## config.mk

```make
export PLATFORM = sky130hd
export DESIGN_NAME = resistor_capacitor_high_pass_filter
export DESIGN_NICKNAME = d
export VERILOG_FILES = /design/src/rtl/resistor_capacitor_high_pass_filter.sv
export SDC_FILE = /design/constraint.sdc
export NUM_CORES = 1
export LEC_CHECK = 0
export BUFFER_PORTS_ARGS = -buffer_cell sky130_fd_sc_hd__buf_2
export CORE_ASPECT_RATIO = 1.75
export CORE_MARGIN = 2
export CORE_UTILIZATION = 56
export CTS_CLUSTER_DIAMETER = 60
export DETAILED_ROUTE_END_ITERATION = 12
export PLACE_DENSITY = 0.8
export SYNTH_ARGS = -nofsm -noshare
export SYNTH_HDL_FRONTEND = slang
export SYNTH_SLANG_ARGS = --single-unit
```

## constraint.sdc

```tcl
create_clock -name clk -period 8.5 [get_ports clk]
set_input_delay 0.85 -clock clk [delete_from_list [all_inputs] [get_ports clk]]
set_output_delay 0.85 -clock clk [all_outputs]
set_load 0.01 [all_outputs]
```

## src/rtl/resistor_capacitor_high_pass_filter.sv

```systemverilog
// Multi-channel first-order RC high-pass filter (DC blocker).
// Each channel keeps a low-pass state lp and outputs in - lp. A single signed
// multiplier is shared across channels by a two-state sequencer that is kicked
// off by the audio_clk_en sample strobe. A strobe that arrives while the
// sequencer is busy is held in a one-deep pending slot; any further strobe
// before that slot is consumed sets the sticky overrun flag.
//
// Optional build macro HPF_SATURATE_EN:
//   defined   - the high-pass output clamps to the signed 16-bit range
//   undefined - the high-pass output wraps to its low 16 bits
module resistor_capacitor_high_pass_filter #(
  parameter int  NUM_CHANNELS = 2,
  parameter int  SAMPLE_RATE  = 48000,
  parameter real R            = 47000.0,
  parameter real C            = 47e-9
) (
  input  logic                      clk,
  input  logic                      I_RSTn,
  input  logic                      audio_clk_en,
  input  logic [16*NUM_CHANNELS-1:0] in,
  output logic [16*NUM_CHANNELS-1:0] out,
  output logic                      out_valid,
  output logic                      busy,
  output logic                      overrun
);

  // Filter coefficient: fraction of the error the low-pass state moves by
  // per sample, in Q16. The real-to-int conversion truncates.
  localparam real RCN = R * C * (SAMPLE_RATE * 1.0);
  localparam int  M   = $rtoi(65536.0 / (1.0 + RCN));
  localparam logic signed [17:0] M_S = 18'(M);

  localparam int CW = (NUM_CHANNELS > 1) ? $clog2(NUM_CHANNELS) : 1;
  localparam logic [CW-1:0] LAST_CH = CW'(NUM_CHANNELS - 1);

  typedef enum logic {
    IDLE = 1'b0,
    RUN  = 1'b1
  } state_t;

  state_t state_q, state_d;

  logic [16*NUM_CHANNELS-1:0] inReg_q;
  logic [16*NUM_CHANNELS-1:0] out_q;
  logic signed [15:0]         lp_q [NUM_CHANNELS];
  logic [CW-1:0]              chIdx_q;
  logic                       pending_q;
  logic                       overrun_q;
  logic                       outValid_q;

  logic                       startRun;
  logic                       lastCh;
  logic [CW+3:0]              chBase;
  logic signed [15:0]         curIn;
  logic signed [15:0]         curLp;
  logic signed [16:0]         diff;
  logic signed [34:0]         prod;
  logic signed [34:0]         prodSh;
  logic signed [16:0]         delta;
  logic signed [15:0]         lpNext;
  logic signed [17:0]         outWide;
  logic signed [15:0]         outSat;
  logic                       unusedBits;

  assign startRun = audio_clk_en || pending_q;
  assign lastCh   = (chIdx_q == LAST_CH);
  assign chBase   = {chIdx_q, 4'b0000};

  // Shared datapath for the channel currently selected by the sequencer.
  always_comb begin
    curIn   = inReg_q[chBase +: 16];
    curLp   = lp_q[chIdx_q];
    diff    = {curIn[15], curIn} - {curLp[15], curLp};
    prod    = diff * M_S;
    prodSh  = prod >>> 16;
    delta   = prodSh[16:0];
    lpNext  = curLp + delta[15:0];
    outWide = {diff[16], diff} - {delta[16], delta};
  end

  // Map the 18-bit high-pass result onto the 16-bit output.
`ifdef HPF_SATURATE_EN
  always_comb begin
    if (outWide > 18'sd32767) begin
      outSat = 16'sh7FFF;
    end else if (outWide < -18'sd32768) begin
      outSat = 16'sh8000;
    end else begin
      outSat = outWide[15:0];
    end
  end
  assign unusedBits = ^{prodSh[34:17], delta[16]};
`else
  always_comb begin
    outSat = outWide[15:0];
  end
  assign unusedBits = ^{prodSh[34:17], delta[16], outWide[17:16]};
`endif

  // Sequencer state register.
  always_ff @(posedge clk or negedge I_RSTn) begin
    if (!I_RSTn) begin
      state_q <= IDLE;
    end else begin
      state_q <= state_d;
    end
  end

  // Next-state: leave IDLE on a strobe or pending request, return after the last channel.
  always_comb begin
    state_d = state_q;
    case (state_q)
      IDLE:    if (startRun) state_d = RUN;
      RUN:     if (lastCh)   state_d = IDLE;
      default: state_d = IDLE;
    endcase
  end

  // Sequencer outputs.
  always_comb begin
    busy = (state_q == RUN);
  end

  // Sample capture, per-channel filter update, pending/overrun bookkeeping.
  always_ff @(posedge clk or negedge I_RSTn) begin
    if (!I_RSTn) begin
      out_q      <= '0;
      inReg_q    <= '0;
      pending_q  <= 1'b0;
      overrun_q  <= 1'b0;
      outValid_q <= 1'b0;
      chIdx_q    <= '0;
      for (int k = 0; k < NUM_CHANNELS; k++) begin
        lp_q[k] <= '0;
      end
    end else begin
      outValid_q <= 1'b0;
      case (state_q)
        IDLE: begin
          if (startRun) begin
            inReg_q   <= in;
            pending_q <= 1'b0;
            chIdx_q   <= '0;
            if (audio_clk_en && pending_q) begin
              overrun_q <= 1'b1;
            end
          end
        end
        RUN: begin
          lp_q[chIdx_q]      <= lpNext;
          out_q[chBase +: 16] <= outSat;
          if (audio_clk_en) begin
            if (pending_q) begin
              overrun_q <= 1'b1;
            end else begin
              pending_q <= 1'b1;
            end
          end
          if (lastCh) begin
            outValid_q <= 1'b1;
            chIdx_q    <= '0;
          end else begin
            chIdx_q <= chIdx_q + 1'b1;
          end
        end
        default: begin
          chIdx_q <= '0;
        end
      endcase
    end
  end

  assign out       = out_q;
  assign out_valid = outValid_q;
  assign overrun   = overrun_q;

endmodule

```

======== Word-level counts from Yosys, hierarchy flattened ========
Cells that the tools add are included.
storage, ports and cells
  register bits after elaboration ......... 101
  bits in writable memories ............... 0
  ROM bits ................................ 0
  word-level logic and storage cells ...... 54
  output and inout bits ................... 35
  input port bits ......................... 35
  memories kept ........................... 0
  latch bits .............................. 0
cells by class
  $mul .................................... 1
  shift-type cells ........................ 3
  div/mod/pow operators ................... 0
  order comparisons ....................... 2
  reduce and logical (&&, ||, !) cells .... 6
  bitwise logic cells ..................... 2
  $add $sub $neg .......................... 5
  equality and inequality tests ........... 4
  mux-type cells .......................... 22
operators by type and width
  kind                                                                           count
  32-bit bitwise mux                                                             2
  16-bit 2-to-1 mux                                                              4
  16-bit by 7-bit variable shift with 32-bit output (first input constant)       1
  16-bit by 7-bit indexed part select with 32-bit output                         1
  32-bit by 6-bit indexed part select with 16-bit output                         1
  17-bit by 9-bit multiplier with 26-bit output (second input constant)          1
  16-bit by 16-bit subtractor with 17-bit output                                 1
  16-bit adder                                                                   1
  16-bit demux with 1-bit select                                                 1
  16-bit by 12-bit subtractor with 16-bit output                                 1
  1-bit 2-to-1 mux                                                               11
  1-bit case mux with 2 select lines                                             4
  5-bit negation with 7-bit output                                               1
  2-bit != test (second input constant)                                          3
  2-bit AND reduction                                                            2
  4-bit AND reduction                                                            1
  2-bit greater-or-equal comparator (second input constant)                      1
  1-bit logical AND                                                              2
  2-bit by 1-bit less-than comparator with 1-bit output (second input constant)  1
  2-bit by 1-bit != test with 1-bit output (second input constant)               1
  1-bit NOT with 2-bit output                                                    1
  1-bit adder (second input constant)                                            1
  1-bit logical OR                                                               1
  1-bit NOT                                                                      1

======== Longest topological paths before layout ========
Gate-level depths: netlist (run 1).
  word-level depth ........................ 9
  depth in mapped cells ................... 40
  depth with buffers taken out ............ 38

======== Least setup slack after synthesis (run 1) ========
No wires, ideal clock.
  kind .................................... flip-flop to flip-flop
  start ................................... reg chIdx_q
  end ..................................... reg out_q[15] (netlist: out[15])
  cell stages (with the launch flop) ...... 40
  clock period less this slack ............ 9.426 ns
  path buffers ............................ 3
  library setup time ...................... 0.070 ns
  arrival ................................. 9.356 ns
  required time ........................... 8.430 ns
  setup slack ............................. -0.926 ns
  path through ............................ dfrtp_1 > clkbuf_1 > buf_1 > mux2i_1 > ha_1 > inv_1 > fa_1 > a211oi_1 > o21bai_1 > o311a_1 > a221o_1 > o21a_1 > nor2_1 > xor2_1 > inv_1 > ha_1 > ha_1 > fa_1 > [4 not listed] > and3_1 > a221oi_1 > inv_1 > o211a_1 > o21ai_4 > xnor2_1 > buf_2 > inv_1 > ha_1 > or2_2 > a21oi_1 > nor2_1 > and3_1 > o211ai_1 > o211ai_1 > or4_4 > a211o_1 > nand3_1
on the way
  cells in the longest elaborated chain, start to end .. 9
  elaborated cells on any way between the ends .. 12
  classes of those cells .................. add/sub: 3; mul: 1; shift: 3; mux: 4; bitwise: 1
RTL lines
  what                                                                                   line  source
  from (decl)                                                                            46    logic [CW-1:0] chIdx_q;
  from (signal assigned)                                                                 163   chIdx_q <= chIdx_q + 1'b1;
  branches (longest 8 deep; another with 17-bit by 9-bit multiplier with 26-bit output)  -
  32-bit bitwise mux *                                                                   151   out_q[chBase +: 16] <= outSat;
  to (signal, indexed assignment)                                                        151
  to (decl)                                                                              44    logic [16*NUM_CHANNELS-1:0] out_q;
Mark *: on every way between the ends. The select of a mux whose other input is x is not followed.
A chain may end at the register's enable or synchronous reset.

======== Final worst setup path (run 1) ========
Same ends and word-level chain as after synthesis.

==> results of run 1 <==
## path summary, 6_finish.rpt
kind                                      from             endpoint  cells past startpoint
min reg2reg                 out[2]$_DFFE_PN0P_   out[2]$_DFFE_PN0P_                      2
max in group asynchronous               I_RSTn  out[26]$_DFFE_PN0P_                      2
min                                     I_RSTn  lp_q[3]$_DFFE_PN0P_                      1
min in group clk            out[2]$_DFFE_PN0P_   out[2]$_DFFE_PN0P_                      2
max                        chIdx_q$_DFFE_PN0P_  out[15]$_DFFE_PN0P_                     38
max reg2reg                chIdx_q$_DFFE_PN0P_  out[15]$_DFFE_PN0P_                     38
## final cells by class
| cell class | instances | area [sq um] | area share (%) |
|---|---|---|---|
| Timing Repair Buffer | 189 | 1310 | 12.2 |
| Multi-Input combinational cell | 631 | 5920 | 55.1 |
| Tap cell | 183 | 229 | 2.13 |
| Clock buffer | 10 | 229 | 2.13 |
| Sequential cell | 101 | 2530 | 23.5 |
| Inverter | 119 | 447 | 4.16 |
| Clock inverter | 6 | 78.8 | 0.734 |
## kinds of logic (layout without fill, tap and decap cells)
family,Yosys count,in the layout
compound gates,169,169
mux,69,69
simple gates,203,203
buf+inv,142,324
fa+ha+maj,139,139
flops,101,101
xor+xnor,51,51
## critical path, delay by kind of cell, from the launching register on
kind                     cells  cell delay, ns
flip-flops                   1            0.47
AND/OR/NAND/NOR              7            1.76
multiplexers                 1            0.31
buffers and inverters        8            0.95
adder cells (fa/ha/maj)      7            2.34
AO/OA/AOI/OAI               13            2.61
XOR/XNOR                     2            0.48
## per-stage QoR
| step | util (%) | hold slack (ns) | setup TNS, ns | worst slack (ns) |
|---|---|---|---|---|
| floorplan | - | 0.441 | 0 | 0.0105 |
| global placement | 63.7 | 0.439 | -0.294 | -0.115 |
| detailed placement | 63.7 | 0.462 | -0.824 | -0.155 |
| CTS | 67.4 | 0.476 | -0.00758 | -0.00505 |
| global route | 72.8 | 0.491 | -9.54 | -0.688 |
| finish | 72.8 | 0.471 | -3.89 | -0.503 |
## metal layers
layer | wire, microns | vias to the layer above | global-route usage, %
li1 | - | 3338 | -
met1 | 8790 | 3666 | 30.0
met2 | 13300 | 390 | 49.1
met5 | 0 | - | 0
met3 | 1160 | 187 | 3.09
met4 | 2550 | 0 | 19.8
## timing repair
item | in CTS | in global routing
endpoints found under the hold margin | 0 | 0
setup endpoints to repair | 12 | 30
resized for setup | 20 | 96
pin swaps | 13 | 79
setup buffers | 21 | 36
## cells in the mapped netlist (all sizes together), types with 2 or more instances
master  count
a211o       2
a21boi      3
a21o       16
a21oi      28
a221o       3
a221oi      3
a31o        2
a31oi       2
and2        5
and3        3
buf         6
clkbuf     17
dfrtp     101
fa         32
ha        107
inv       119
mux2       52
mux2i      17
nand2      88
nand2b      9
nand3      18
nand3b      3
nand4       8
nand4b      3
nor2       31
nor2b       7
nor3       14
o211ai      7
o21a        9
o21ai      64
o21ba       2
o21bai      9
o22ai       3
o31ai       4
or2         4
or3         6
or4         2
xnor2      31
xor2       20
## registers in the layout, summed over array words and instances, names as in the netlist
name / cells
chIdx_q: 1
pending_q: 1
lp_q: 32
busy: 1
inReg_q: 32
out_valid: 1
overrun: 1
out: 32
==> metrics, run 1 <==
Post-synth ARST share=100%; Compound-Gate Fraction of Synth Area=13.5%; initial antenna violation count=0; WL final=25.8 mm; num rows=59; proportion of layout cells with a drive suffix above 1=34.0%; starting density of the core=56.6%; total track usage=27.8%; Yosys warnings=0; period utilisation layout=106%; setup slack after layout=-0.503 ns; CORE AREA=14800 sq um; main combinational cell family by area after synthesis=adder cells; Initial DRC Count=561; die area=15900 sq um; drc violations=0; Post-synth EDFFs=0; Final Max Tran Viols=0; Worst-Margin Slew=0.776 ns; CTS H-tree depth=3; routed len/inst=20.9 microns; #FFs+latches synth=101; CTS tree=done; Setup Viol. Count Final=22; CP most frequent cell=a21o_1; Req. time, crit path=8.79 ns; PortBufs=69; CP arrival=9.30 ns; Ant. Diodes=0; DP Area=9410 sq um; Synth Flop Type=dfrtp_1; area leader, netlist=dfrtp_1; post-synthesis mux area share=9.05%; first-pass GRT wire length=34.0 mm; CP max stage delay=0.60 ns; area fraction in and, or, nand and nor cells after synthesis=11.5%; largest net degree at the start of global routing=63; post-synthesis adder-cell area fraction=23.7%; syn_area_per_cell=9.55 sq um; clk sink count=101; post-synth top area share=30.3%; IO Count=70; placer congestion estimate=0.913; Synth area leaders=dfrtp_1 30%, ha_1 16%, fa_1 7.7%; Post-CTS Hold Fix Bufs=0; reg2reg setup slack=-0.50 ns; Mapped Cells=874; Syn Nets=1048; Clk Latency, worst-skew pair=0.36 ns; status=finished, violations left; nets=1225; Max Clk Rate=111 MHz; Filler cells=947; area of the mapped netlist=8350 sq um; Vias=7581; area grow syn2layout=28.6%; library cells used by synthesis=64; crit start category=register; Worst slew margin=48.3%; slowest cell on the critical path=fa_1; clock transition at the registers of the reported paths=0.09 ns; clock skew=0.0136 ns; CTS Buffer Depth=2; final number of hold-violating endpoints=0; non-filler cells, final=1239; clock root buffer master=clkbuf_16; violated checks=setup timing; RSZ-0062 raised after global routing=yes; crit path max fanout=6; vias in the first global route=7215; die width=96.3 microns; post-synthesis sequential area ratio=30.3%; xor and xnor area share after synthesis=5.57%; crit path time final=9.00 ns; antenna-violating nets left=0; Design Area, Final=10700 sq um; Die Y=166 microns; first-pass iteration count of the detailed router=6; HPWL after DPL=15.4 mm; critical path type=reg2reg; Max-Cap Viols=0; Worst Hold Class=in2async; placed insts=1166; Crit. End Element=register; most frequent cells in the layout=112 x inv_1, 109 x buf_4, 100 x dfrtp_1, 87 x nand2_1, 84 x ha_1; commonest non-fill, non-tap cell in the layout=inv_1; total grt overflow=0; drt via density=6.12; CTS buffer count=9
Power of run 1 is left out: the tool's default activity adds up to more than one toggle a clock period on the data nets, which glitch-free logic cannot reach.
==> run 2, diff against run 1 <==
--- a/config.mk
+++ b/config.mk
@@ -11,7 +11,7 @@
 export CORE_UTILIZATION = 56
 export CTS_CLUSTER_DIAMETER = 60
 export DETAILED_ROUTE_END_ITERATION = 12
-export PLACE_DENSITY = 0.8
+export PLACE_DENSITY = 0.78
 export SYNTH_ARGS = -nofsm -noshare
 export SYNTH_HDL_FRONTEND = slang
 export SYNTH_SLANG_ARGS = --single-unit
==> metrics, run 2 (synthesis results as in run 1) <==
WL final=26.5 mm (+2.7%); CORE AREA=14800 sq um (unchanged); Die Y=166 microns (unchanged); Crit. End Element=register; cell family with most CP delay=compound AO/OA/AOI/OAI gates; crit path time final=8.81 ns (-0.194 ns); IO Count=70 (unchanged); largest net degree at the start of global routing=73 (+16%); nets=1208 (-1.4%); Max-Cap Viols=0 (unchanged); die area=15900 sq um (unchanged); first-pass GRT wire length=34.7 mm (+2.3%); Final Max Tran Viols=0 (unchanged); RSZ-0062 raised after global routing=yes; first-pass iteration count of the detailed router=5 (-1); PortBufs=69 (unchanged); HPWL after DPL=15.6 mm (+1.7%); slowest cell on the critical path=fa_1; Worst Hold Class=in2async; CP arrival=9.10 ns (-0.20 ns); routed len/inst=21.7 microns (+4.2%); critical path type=reg2reg; commonest non-fill, non-tap cell in the layout=inv_1; clock skew=0.00893 ns (-0.00467 ns); Ant. Diodes=0 (unchanged); Setup Viol. Count Final=12 (-45%); clock root buffer master=clkbuf_16; crit path max fanout=4 (-2); clock transition at the registers of the reported paths=0.08 ns (about the same); CTS Buffer Depth=2 (unchanged); status=finished, violations left; crit start category=register; CP most frequent cell=a21o_1; Worst-Margin Slew=0.954 ns (+0.179 ns); final number of hold-violating endpoints=0 (unchanged); placed insts=1173 (+0.60%); area grow syn2layout=28.8%; CP max stage delay=0.49 ns (-0.11 ns); drt via density=6.18 (+1.1%); total grt overflow=0 (unchanged); total track usage=28.1% (+0.35 points); Max Clk Rate=114 MHz (+2.2%); CTS buffer count=9 (unchanged); Worst Path Buf+Inv=7 (-1); Initial DRC Count=594 (+5.9%); starting density of the core=56.6% (unchanged); proportion of layout cells with a drive suffix above 1=35.4% (+1.4 points); Clk Latency, worst-skew pair=0.35 ns (about the same); Req. time, crit path=8.79 ns (about the same); die width=96.3 microns (unchanged); clk sink count=101 (unchanged); initial antenna violation count=0 (unchanged); placer congestion estimate=0.905 (-0.89%); setup slack after layout=-0.310 ns (+0.194 ns); Post-CTS Hold Fix Bufs=0 (unchanged); most frequent cells in the layout=105 x inv_1, 100 x dfrtp_1, 93 x buf_4, 86 x nand2_1, 79 x ha_1; Worst slew margin=36.4% (-12 points); non-filler cells, final=1221 (-1.5%); drc violations=0 (unchanged); CTS H-tree depth=3 (unchanged); violated checks=setup timing; antenna-violating nets left=0 (unchanged); vias in the first global route=7444 (+3.2%); Vias=7550 (-0.41%); period utilisation layout=104% (-2.3 points); num rows=59 (unchanged); CTS tree=done
==> run 2: cell types whose count changed in the layout (fill, tap and decap cells not counted), moves of 3 or more <==
cell	change
o21ai_0	+3
ha_4	+3
a21oi_2	+3
buf_4	-16
inv_2	+7
inv_1	-7
ha_1	-5
==> run 2: final timing paths <==
check	start	endpoint	slack, ns	cells after the start
worst max-delay path	chIdx_q$_DFFE_PN0P_	out[31]$_DFFE_PN0P_	-0.31	37
worst min-delay path	I_RSTn	inReg_q[0]$_DFFE_PN0P_	0.41	1
worst max register to register	chIdx_q$_DFFE_PN0P_	out[31]$_DFFE_PN0P_	-0.31	37
worst min register to register	overrun$_DFFE_PN0P_	overrun$_DFFE_PN0P_	0.46	1
max in group asynchronous	I_RSTn	out[25]$_DFFE_PN0P_	6.78	2
min in group clk	overrun$_DFFE_PN0P_	overrun$_DFFE_PN0P_	0.46	1
==> run 2: stage by stage <==
stage	hold slack, ns	setup TNS (ns)	cell area [sq um]	util (%)	setup slack (ns)
2_1_floorplan	0.441	0	8460	-	0.0105
6_report	0.412	-2.14	10800	72.8	-0.310
5_1_grt	0.438	-5.94	10800	72.8	-0.489
3_3_place_gp	0.441	-1.18	9470	64.1	-0.184
3_5_place_dp	0.444	-2.04	9470	64.1	-0.211
4_1_cts	0.427	0	10100	68.3	0.00585
==> run 2: area by class of cell <==
cell class	instances	area, sq um
well taps	183	229
fillers	933	4010
clock inverters	6	77.6
inverters	119	447
multi-input cells	631	6050
clock buffers	9	225
flip-flops and latches	101	2530
repair buffers	172	1200
==> run 2: worst register-to-register path, delay by kind of cell, from the launching register on <==
kind                       cells  cell delay (ns)
AOI/OAI and AO/OA             14             3.22
xor gates and xnor gates       2             0.30
adders and majority gates      6             1.95
buffers and inverters          7             0.97
DFF                            1             0.46
muxes                          1             0.19
and+or+nand+nor                7             1.64
==> run 2: repair_timing <==
action                     in CTS  in global routing
pin swaps                      36                 81
gates resized for setup        50                 94
setup buffers                   9                 25
setup endpoints to repair      18                 24
gates cloned                    0                  1
==> run 2: per-layer routing <==
metal / wire (microns) / global-route usage (%) / vias to the layer above
li1: - / - / 3297
met1: 8700 / 29.3 / 3660
met2: 14000 / 52.9 / 413
met3: 1370 / 3.18 / 180
met4: 2510 / 15.9 / 0
met5: 0 / 0 / -
Power of run 2 is left out for the same reason.
==> run 3, diff against run 2 <==
--- a/config.mk
+++ b/config.mk
@@ -7,7 +7,6 @@
 export LEC_CHECK = 0
 export BUFFER_PORTS_ARGS = -buffer_cell sky130_fd_sc_hd__buf_2
 export CORE_ASPECT_RATIO = 1.75
-export CORE_MARGIN = 2
 export CORE_UTILIZATION = 56
 export CTS_CLUSTER_DIAMETER = 60
 export DETAILED_ROUTE_END_ITERATION = 12
==> metrics, run 3 (synthesis results as in run 1) <==
CTS Buffer Depth=2 (unchanged); Crit. End Element=register; clock transition at the registers of the reported paths=0.09 ns (about the same); CP max stage delay=0.58 ns (+0.09 ns); gr busiest metal=met2; Vias=7511 (-0.52%); starting density of the core=57.8% (+1.3 points); Reg2Reg Depth=35 (-5.4%); grt met2 use=52.1% (-0.79 points); reg2reg setup slack=-0.34 ns (-0.03 ns); Initial DRC Count=462 (-22%); drt via density=6.13 (-0.92%); drc violations=0 (unchanged); M3 GR Usage=3.12% (-0.057 points); total grt overflow=0 (unchanged); Setup Viol. Count Final=8 (-4); Final Max Tran Viols=0 (unchanged); PortBufs=69 (unchanged); CP most frequent cell=buf_4; first-pass iteration count of the detailed router=5 (unchanged); Multi-input gate area=6000 sq um (-0.85%); placer congestion estimate=0.953 (+5.3%); first-pass GRT wire length=33.0 mm (-4.9%); met1 Use GR=28.3% (-0.93 points); clock root buffer master=clkbuf_16; crit path time final=8.84 ns (+0.0350 ns); Max-Cap Viols=0 (unchanged); Reg area=2530 sq um (unchanged); CP arrival=9.07 ns (-0.03 ns); vias in the first global route=7312 (-1.8%); R2R Path End=out[13]$_DFFE_PN0P_; Worst-Margin Slew=0.879 ns (-0.0756 ns); CTS buffer count=9 (unchanged); slowest cell on the critical path=fa_1; HPWL after DPL=15.2 mm (-3.0%); Layout Utilization=74.2% (+1.4 points); area grow syn2layout=28.3%; initial antenna violation count=0 (unchanged); clk sink count=101 (unchanged); reg2reg start=chIdx_q$_DFFE_PN0P_; nets=1215 (+0.58%); Filler cells=881 (-5.6%); period utilisation layout=104% (+0.41 points); Die Y=164 microns (-1.2%); IO Count=70 (unchanged); largest net degree at the start of global routing=69 (-5.5%); CTS tree=done; Worst Hold Class=in2async; Post-CTS Hold Fix Bufs=0 (unchanged); RSZ-0062 raised after global routing=yes; CTS H-tree depth=3 (unchanged); Fin Hold WS=0.411 ns (-0.000701 ns); setup slack after layout=-0.345 ns (-0.0350 ns); total track usage=27.8% (-0.31 points); critical path type=reg2reg; antenna-violating nets left=0 (unchanged); commonest non-fill, non-tap cell in the layout=inv_1; clock skew=0.0149 ns (+0.00600 ns); proportion of layout cells with a drive suffix above 1=34.8% (-0.56 points); violated checks=setup timing; Fin Setup TNS=-1.43 ns (+0.711 ns); WL final=24.9 mm (-6.2%); Clk Latency, worst-skew pair=0.36 ns (about the same); die area=15400 sq um (-3.3%); status=finished, violations left; Ant. Diodes=0 (unchanged); CORE AREA=14400 sq um (-2.2%); most frequent cells in the layout=107 x inv_1, 102 x buf_4, 100 x dfrtp_1, 87 x nand2_1, 80 x ha_1; final number of hold-violating endpoints=0 (unchanged); Max Clk Rate=113 MHz (-0.40%); Req. time, crit path=8.73 ns (-0.06 ns); crit start category=register; crit path max fanout=6 (+2); num rows=58 (-1.7%); routed len/inst=20.3 microns (-6.6%); Worst slew margin=41.4% (+5.0 points); die width=94.3 microns (-2.1%)
run 3: cell types whose count changed in the layout (fill, tap and decap cells not counted), sizes merged:
cell	delta
buf	+8
clkinv	+2
clkinvlp	-1
bufinv	-1
run 3: layer usage:
metal | part of all wire [%] | vias up
met1 | 34 | 3689
li1 | - | 3325
met3 | 4.3 | 146
met4 | 7.7 | 0
met5 | 0 | -
met2 | 54 | 351
run 3: cell type report:
cell class                 count  area share (%)
sequential                   101            23.6
clock buffer                  10            2.23
clock inverter                 6           0.631
tap                          180            2.10
timing repair buffer         179            11.3
multi-input combinational    631            56.0
inverter                     119            4.17
run 3: through the flow:
stage | setup WS (ns) | instances | area [sq um]
detailed placement | -0.154 | 1182 | 9540
CTS | 0.00575 | 1203 | 10000
floorplan | 0.0105 | 874 | 8460
global placement | -0.0714 | 1182 | 9540
finish | -0.345 | 1226 | 10700
global route | -0.621 | 1226 | 10700
run 3: worst max path at each step:
stage,from,cells after the start,slack [ns],end
global route,chIdx_q$_DFFE_PN0P_,39,-0.62,out[15]$_DFFE_PN0P_
finish,chIdx_q$_DFFE_PN0P_,35,-0.34,out[13]$_DFFE_PN0P_
detailed placement,chIdx_q$_DFFE_PN0P_,37,-0.15,out[31]$_DFFE_PN0P_
CTS,chIdx_q$_DFFE_PN0P_,38,0.006,out[31]$_DFFE_PN0P_
floorplan,chIdx_q$_DFFE_PN0P_,37,0.01,out[15]$_DFFE_PN0P_
global placement,chIdx_q$_DFFE_PN0P_,36,-0.07,out[15]$_DFFE_PN0P_
run 3: timing repair:
item / 4_1_cts / 5_1_grt
pin swaps: 17 / 71
resized for setup: 26 / 94
buffers inserted: 5 / 25
endpoints found under the setup margin: 12 / 24
run 3: critical path, delay by kind of cell, from the launching register on:
family / cells / cell delay (ns)
compound gates: 12 / 2.90
fa+ha+maj: 7 / 2.63
simple gates: 6 / 1.25
xor+xnor: 1 / 0.13
mux: 1 / 0.33
flops: 1 / 0.48
buf+inv: 8 / 1.00
Power of run 3 is left out for the same reason.
